===== config.mk =====
export PLATFORM = sky130hd
export DESIGN_NAME = ac97_cmd_scheduler
export DESIGN_NICKNAME = d
export VERILOG_FILES = /design/src/rtl/ac97_pkg.sv /design/src/rtl/ac97_cmd_fifo.sv /design/src/rtl/ac97_cmd_scheduler.sv
export SDC_FILE = /design/constraint.sdc
export NUM_CORES = 1
export LEC_CHECK = 0
export ABC_AREA = 0
export BUFFER_PORTS_ARGS = -buffer_cell sky130_fd_sc_hd__buf_2
export CORE_UTILIZATION = 33
export DETAILED_ROUTE_END_ITERATION = 16
export PLACE_DENSITY = 0.53
export SKIP_LAST_GASP = 1
export SLEW_MARGIN = 20
export SYNTH_ARGS = -nofsm -noshare
export SYNTH_HDL_FRONTEND = slang
export SYNTH_SLANG_ARGS = --single-unit

===== constraint.sdc =====
create_clock -name BIT_CLK -period 2.95 [get_ports BIT_CLK]
set_input_delay 0.295 -clock BIT_CLK [delete_from_list [all_inputs] [get_ports BIT_CLK]]
set_output_delay 0.295 -clock BIT_CLK [all_outputs]
set_load 0.01 [all_outputs]

===== src/rtl/ac97_pkg.sv =====
// ac97_pkg: shared AC97 control-channel definitions.
//   - slot field widths (SLOT_W, ADDR_W, DATA_W, CMD_W)
//   - slot 0 tag bit indices
//   - codec register index constants
//   - scheduler state type and the queued command record
//   - helpers that format slot 1 / slot 2 words
package ac97_pkg;

  localparam int SLOT_W = 20;
  localparam int ADDR_W = 7;
  localparam int DATA_W = 16;
  localparam int CMD_W  = ADDR_W + DATA_W;

  // Slot 0 tag bits: frame valid, slot 1 valid, slot 2 valid.
  localparam int TAG_FRAME_VALID = 15;
  localparam int TAG_SLOT1_VALID = 14;
  localparam int TAG_SLOT2_VALID = 13;

  localparam logic [ADDR_W-1:0] MASTER_VOL  = 7'h02;
  localparam logic [ADDR_W-1:0] AUX_OUT     = 7'h04;
  localparam logic [ADDR_W-1:0] PCM_OUT_VOL = 7'h18;

  typedef enum logic {
    WAIT_INIT = 1'b0,
    RUN       = 1'b1
  } sched_state_t;

  typedef struct packed {
    logic [ADDR_W-1:0] addr;
    logic [DATA_W-1:0] data;
  } cmd_t;

  // Slot 1: bit 19 = 0 selects a register write, index in [18:12].
  function automatic logic [SLOT_W-1:0] slot1_word(input logic [ADDR_W-1:0] addr);
    return {1'b0, addr, 12'd0};
  endfunction

  // Slot 2: 16-bit register value left-justified in the 20-bit slot.
  function automatic logic [SLOT_W-1:0] slot2_word(input logic [DATA_W-1:0] data);
    return {data, 4'd0};
  endfunction

endpackage


===== src/rtl/ac97_cmd_fifo.sv =====
// ac97_cmd_fifo: synchronous FIFO for queued codec register writes.
// Ports:
//   clk, rst_n   clock and asynchronous active-low reset (clears contents)
//   push, din    write request / data; ignored when full
//   pop          read request; ignored when empty; advances past dout
//   dout         head entry (valid while empty is low)
//   full, empty  occupancy flags, derived from registered pointers only
// Pointers carry one extra wrap bit so full and empty are distinguishable;
// they wrap modulo 2*DEPTH. DEPTH must be a power of two.
module ac97_cmd_fifo #(
  parameter int DEPTH = 4,
  parameter int W     = 23
) (
  input  logic         clk,
  input  logic         rst_n,
  input  logic         push,
  input  logic [W-1:0] din,
  input  logic         pop,
  output logic [W-1:0] dout,
  output logic         full,
  output logic         empty
);

  localparam int AW = $clog2(DEPTH);
  localparam logic [AW:0] PTR_ONE   = (AW+1)'(1);
  localparam logic [AW:0] PTR_DEPTH = (AW+1)'(DEPTH);

  logic [AW:0]  wr_ptr;
  logic [AW:0]  rd_ptr;
  logic [W-1:0] mem [DEPTH];
  logic         do_push;
  logic         do_pop;

  assign full    = (wr_ptr - rd_ptr) == PTR_DEPTH;
  assign empty   = (wr_ptr == rd_ptr);
  assign do_push = push & ~full;
  assign do_pop  = pop & ~empty;
  assign dout    = mem[rd_ptr[AW-1:0]];

  always_ff @(posedge clk or negedge rst_n) begin
    if (!rst_n) begin
      wr_ptr <= '0;
      rd_ptr <= '0;
      for (int i = 0; i < DEPTH; i++) mem[i] <= '0;
    end else begin
      if (do_push) begin
        mem[wr_ptr[AW-1:0]] <= din;
        wr_ptr              <= wr_ptr + PTR_ONE;
      end
      if (do_pop) rd_ptr <= rd_ptr + PTR_ONE;
    end
  end

endmodule


===== src/rtl/ac97_cmd_scheduler.sv =====
// ac97_cmd_scheduler: shares the AC97 slot 1/2 control channel among NREQ
// register-write requesters. Accepted writes are queued and released at most
// one per AC-link frame, once the codec power-up wait has elapsed.
// Ports:
//   BIT_CLK      AC-link bit clock
//   RESET        asynchronous active-low reset
//   frame_start  one-cycle pulse at bitCount==255
//   req_valid/req_addr/req_data   per-requester write requests (packed)
//   req_ready    per-requester grant (combinational, one-hot or zero)
//   slot1/slot2  command address / data words for the serializer
//   slot_valid   slot 0 tag bits 14 and 13 for the current frame
//   init_done    power-up wait complete
//   fifo_full    command queue holds FIFO_DEPTH entries
//   busy         queue non-empty or a command is on the link
//   state        scheduler state, for observation
// Handshake: a requester raises req_valid with stable addr/data and holds
// them until it sees req_ready; a transfer occurs on every rising BIT_CLK
// edge where req_valid[i] and req_ready[i] are both high.
module ac97_cmd_scheduler
  import ac97_pkg::*;
#(
  parameter int NREQ             = 2,
  parameter int FIFO_DEPTH       = 4,
  parameter int INIT_WAIT_FRAMES = 507
) (
  input  logic                   BIT_CLK,
  input  logic                   RESET,
  input  logic                   frame_start,
  input  logic [NREQ-1:0]        req_valid,
  input  logic [ADDR_W*NREQ-1:0] req_addr,
  input  logic [DATA_W*NREQ-1:0] req_data,
  output logic [NREQ-1:0]        req_ready,
  output logic [SLOT_W-1:0]      slot1,
  output logic [SLOT_W-1:0]      slot2,
  output logic                   slot_valid,
  output logic                   init_done,
  output logic                   fifo_full,
  output logic                   busy,
  output sched_state_t           state
);

  localparam int PW = $clog2(NREQ);
  localparam int CW = $clog2(INIT_WAIT_FRAMES + 1);
  localparam logic [CW-1:0] WAIT_LAST = CW'(INIT_WAIT_FRAMES - 1);
  localparam logic [CW-1:0] CNT_ONE   = CW'(1);

  sched_state_t   state_q, state_next;
  logic [CW-1:0]  wait_cnt, wait_next;
  logic [PW-1:0]  rr_ptr, rr_next;
  logic [NREQ-1:0] grant;
  cmd_t           push_cmd;
  cmd_t           head;
  logic           push;
  logic           pop;
  logic           fifo_empty;
  logic           issue;

  // Round-robin search starting at rr_ptr; first valid requester wins.
  always_comb begin
    int idx;
    int nxt;
    logic found;
    grant    = '0;
    rr_next  = rr_ptr;
    push_cmd = '0;
    idx      = 0;
    nxt      = 0;
    found    = 1'b0;
    for (int k = 0; k < NREQ; k++) begin
      idx = int'(rr_ptr) + k;
      if (idx >= NREQ) idx = idx - NREQ;
      if (!found && req_valid[idx]) begin
        found         = 1'b1;
        grant[idx]    = 1'b1;
        push_cmd.addr = req_addr[idx*ADDR_W +: ADDR_W];
        push_cmd.data = req_data[idx*DATA_W +: DATA_W];
        nxt           = idx + 1;
        if (nxt == NREQ) nxt = 0;
        rr_next       = PW'(nxt);
      end
    end
  end

  // fifo_full is registered, so a pop in the same cycle never frees a slot
  // for a push until the following cycle.
  assign req_ready = grant & {NREQ{~fifo_full}};
  assign push      = |(req_valid & req_ready);
  assign issue     = frame_start && (state_q == RUN);
  assign pop       = issue;

  ac97_cmd_fifo #(
    .DEPTH (FIFO_DEPTH),
    .W     (CMD_W)
  ) u_fifo (
    .clk   (BIT_CLK),
    .rst_n (RESET),
    .push  (push),
    .din   (push_cmd),
    .pop   (pop),
    .dout  (head),
    .full  (fifo_full),
    .empty (fifo_empty)
  );

  always_ff @(posedge BIT_CLK or negedge RESET) begin
    if (!RESET) rr_ptr <= '0;
    else if (push) rr_ptr <= rr_next;
  end

  // Power-up wait: count frame_start pulses, then run forever.
  always_comb begin
    state_next = state_q;
    wait_next  = wait_cnt;
    if (state_q == WAIT_INIT && frame_start) begin
      wait_next = wait_cnt + CNT_ONE;
      if (wait_cnt == WAIT_LAST) state_next = RUN;
    end
  end

  always_ff @(posedge BIT_CLK or negedge RESET) begin
    if (!RESET) begin
      state_q  <= WAIT_INIT;
      wait_cnt <= '0;
    end else begin
      state_q  <= state_next;
      wait_cnt <= wait_next;
    end
  end

  // Issue register: refreshed only at frame boundaries in RUN, so the slot
  // words stay stable for the whole following frame.
  always_ff @(posedge BIT_CLK or negedge RESET) begin
    if (!RESET) begin
      slot1      <= '0;
      slot2      <= '0;
      slot_valid <= 1'b0;
    end else if (issue) begin
      if (!fifo_empty) begin
        slot1      <= slot1_word(head.addr);
        slot2      <= slot2_word(head.data);
        slot_valid <= 1'b1;
      end else begin
        slot1      <= '0;
        slot2      <= '0;
        slot_valid <= 1'b0;
      end
    end
  end

  assign init_done = (state_q == RUN);
  assign busy      = ~fifo_empty | slot_valid;
  assign state     = state_q;

endmodule


==> metrics.txt <==
Core Region about 19,000 sq um; cell area after synthesis 6500 sq um; clk sinks approximately 130; first-pass GRT wire length approximately 23,000 microns; final period utilization 0.885; Logic pwr share 0.434; setup tns final 0 ns; Final GP Congestion 0.762; largest net degree at the start of global routing 78; Syn Area/Cell between 15 and 20 sq um; detailed-route wire length 14,300 microns; Crit. End Element output pin; post-DP HPWL ~9200 microns; initial core utilization 0.342; clk slew on worst S/H paths about 0.06 ns; max_cap viols 0; list of most frequent post-synthesis cells 133 x dfrtp_1, 79 x mux2_4, 46 x a22o_1; Power Internal 6.27 mW; WP data required 2.65 ns; final setup vio count 0; Crit Path Max Fanout 6; count leader, synth dfrtp_1; status finished, final reports clean; P_sw between 2 and 3 mW; maximum clock path buffer count 2; placed insts roughly 740; total grt overflow 0; Hold Slack around 0.19 ns; DRT Pass-1 Iters 4; Final Skew 0.00613 ns; RSZ-0062 raised after global routing false; hold crit path type in2reg; prevailing post-synth register cell dfrtp_1; Hold Violations, Final 0; sequential power share 0.331; post-synth top area share 0.512; PwrDens 1190 nW/um^2; yosys warns 0; fraction of layout cells with a size suffix above 1 0.486; GRT Overall Usage 0.153; worst path cell trace inv_1, ha_1, nand2_1, or3b_2, buf_2; DR DRC count 0; final setup margin between 0.3 and 0.4 ns; Slew headroom 0.512; final net count approximately 560; fin cells 770; CP Class reg2out; Seq cells post-synth 133; Std-Cell Rows 50; actual slew at the worst max-slew pin ~0.73 ns; synth-to-layout area growth 19.3%; total CTS buffers 17; drt wl/cell ~19 microns; via density per instance about 4.8; Max Slew Vio Count 0; initial antenna violation count 0; Post-CTS Resized 0; Synth area leaders dfrtp_1 51%, mux2_4 18%, mux4_2 8.0%, a22o_1 6.2%, mux2_2 2.4%; CTS root buffer clkbuf_16; Critical Path Slowest Stage Cell ha_1; Net Sw Frac 0.319; Max rail drop VDD between 0.5 and 0.6 mV; Post-synth ARST share 1.00; Crit path arrival time ~2.3 ns; Synth cell types 31; Cells after Synth between 400 and 500; port buffer count 80; Max Freq 383 MHz; Post-synth EDFFs 0; H-tree depth 4; crit path time final between 2 and 3 ns; Die H ~140 microns; antenna-violating nets left 0; type of origin of the critical path flip-flop; Pwr Total 9.22 mW; CP max stage delay between 0.5 and 0.6 ns; sequential share of the synthesized area 0.512; Leak about 3.6 nW; pre-CTS setup slack about 0.54 ns; DR iter-0 viols ~140; Worst-Skew Late Latency 0.41 ns; TritonCTS clock tree yes; die area slightly above 20,000 sq um; die width around 140 microns; total number of vias between 3,000 and 4,000; Clk pwr share 0.235; Post-CTS Setup Bufs 0; vias in the first global route about 4,000; FILL cells ~1,800; top cell type by total area after synthesis dfrtp_1; cts-stage hold buffer count 1; ant diodes 0; num ports just under 100
-- per-layer routing --
metal | GRT usage | vias to the layer above | part of all wire | wire, microns
li1 | - | 1665 | - | -
met1 | 0.209 | 1943 | 0.47 | 6780
met2 | 0.239 | 78 | 0.48 | 6860
met3 | 0.0347 | 14 | 0.034 | 480
met4 | 0.0515 | 0 | 0.013 | 185
met5 | 0 | - | 0 | 0
-- cell usage in the layout, fill, tap and decap left out, types with 6 or more instances in the layout --
cell | synthesis | final
buf_4 | 18 | 10
xnor2_1 | 8 | 8
buf_2 | 4 | 79
mux4_2 | 23 | 23
nand4_1 | 6 | 6
ha_1 | 9 | 9
nand2_1 | 8 | 8
clkbuf_16 | 0 | 17
o21ai_0 | 7 | 7
mux2_2 | 14 | 14
dfrtp_1 | 133 | 132
mux2_4 | 79 | 79
conb_1 | 1 | 17
a22o_1 | 46 | 46
-- power by group through the flow --
stage / Sequential, mW / Combinational [mW] / Clock [mW]
3_5_place_dp: 3.06 / 4.05 / 0
4_1_cts: 3.05 / 4.07 / 2.22
5_1_grt: 3.14 / 4.29 / 2.30
3_3_place_gp: 3.03 / 3.99 / 0
2_1_floorplan: 2.99 / 3.20 / 0
6_report: 3.05 / 4.00 / 2.16
-- layout make-up --
cell class / count / area (sq um) / share of cell area
inverter: 5 / 18.8 / 0.00242
multi-input combinational: 246 / 2930 / 0.377
sequential: 133 / 3330 / 0.429
clock buffer: 23 / 478 / 0.0616
clock inverter: 9 / 125 / 0.0161
timing repair buffer: 94 / 552 / 0.0711
tap: 260 / 325 / 0.0419
-- per-stage QoR --
| stage | utilization | cell area [sq um] |
|---|---|---|
| after global placement | 0.376 | 7140 |
| final | 0.408 | 7760 |
| after floorplan | - | 6560 |
| after detailed placement | 0.376 | 7140 |
| after global routing | 0.408 | 7760 |
| after CTS | 0.408 | 7760 |
-- final timing paths --
kind	from	endpoint	slack, ns	cells past startpoint
max	u_fifo.wr_ptr[0]	busy	0.34	5
min	frame_start	init_done	0.19	3
max reg2reg	u_fifo.wr_ptr[0]	u_fifo.mem[49]	0.56	7
min reg2reg	wait_cnt[8]	wait_cnt[8]	0.47	1
max in group asynchronous	RESET	wait_cnt[1]	1.86	3
min in group asynchronous	RESET	u_fifo.mem[84]	0.23	2
-- sequential cells by signal, indices dropped and copies added (netlist names) --
register       cells
u_fifo.rd_ptr      3
u_fifo.wr_ptr      3
rr_ptr             1
u_fifo.mem        92
slot_valid         1
slot2             16
init_done          1
wait_cnt           9
slot1              7
-- cell families after synthesis --
group | count (synthesis) | synth area share
AO/OA/AOI/OAI | 63 | 0.0882
multiplexers | 116 | 0.286
XOR/XNOR | 15 | 0.0260
AND/OR/NAND/NOR | 26 | 0.0208
adder cells (fa/ha/maj) | 9 | 0.0173
buffers and inverters | 48 | 0.0485
flip-flops | 133 | 0.512
other | 1 | 0.000577
-- worst max-delay path: cells and delay by family (launching register included) --
kind | cells | cell delay (ns)
buf+inv | 2 | 0.25
fa+ha+maj | 1 | 0.58
simple gates | 2 | 0.67
flops | 1 | 0.41
Power figures use the tool's default switching activity.
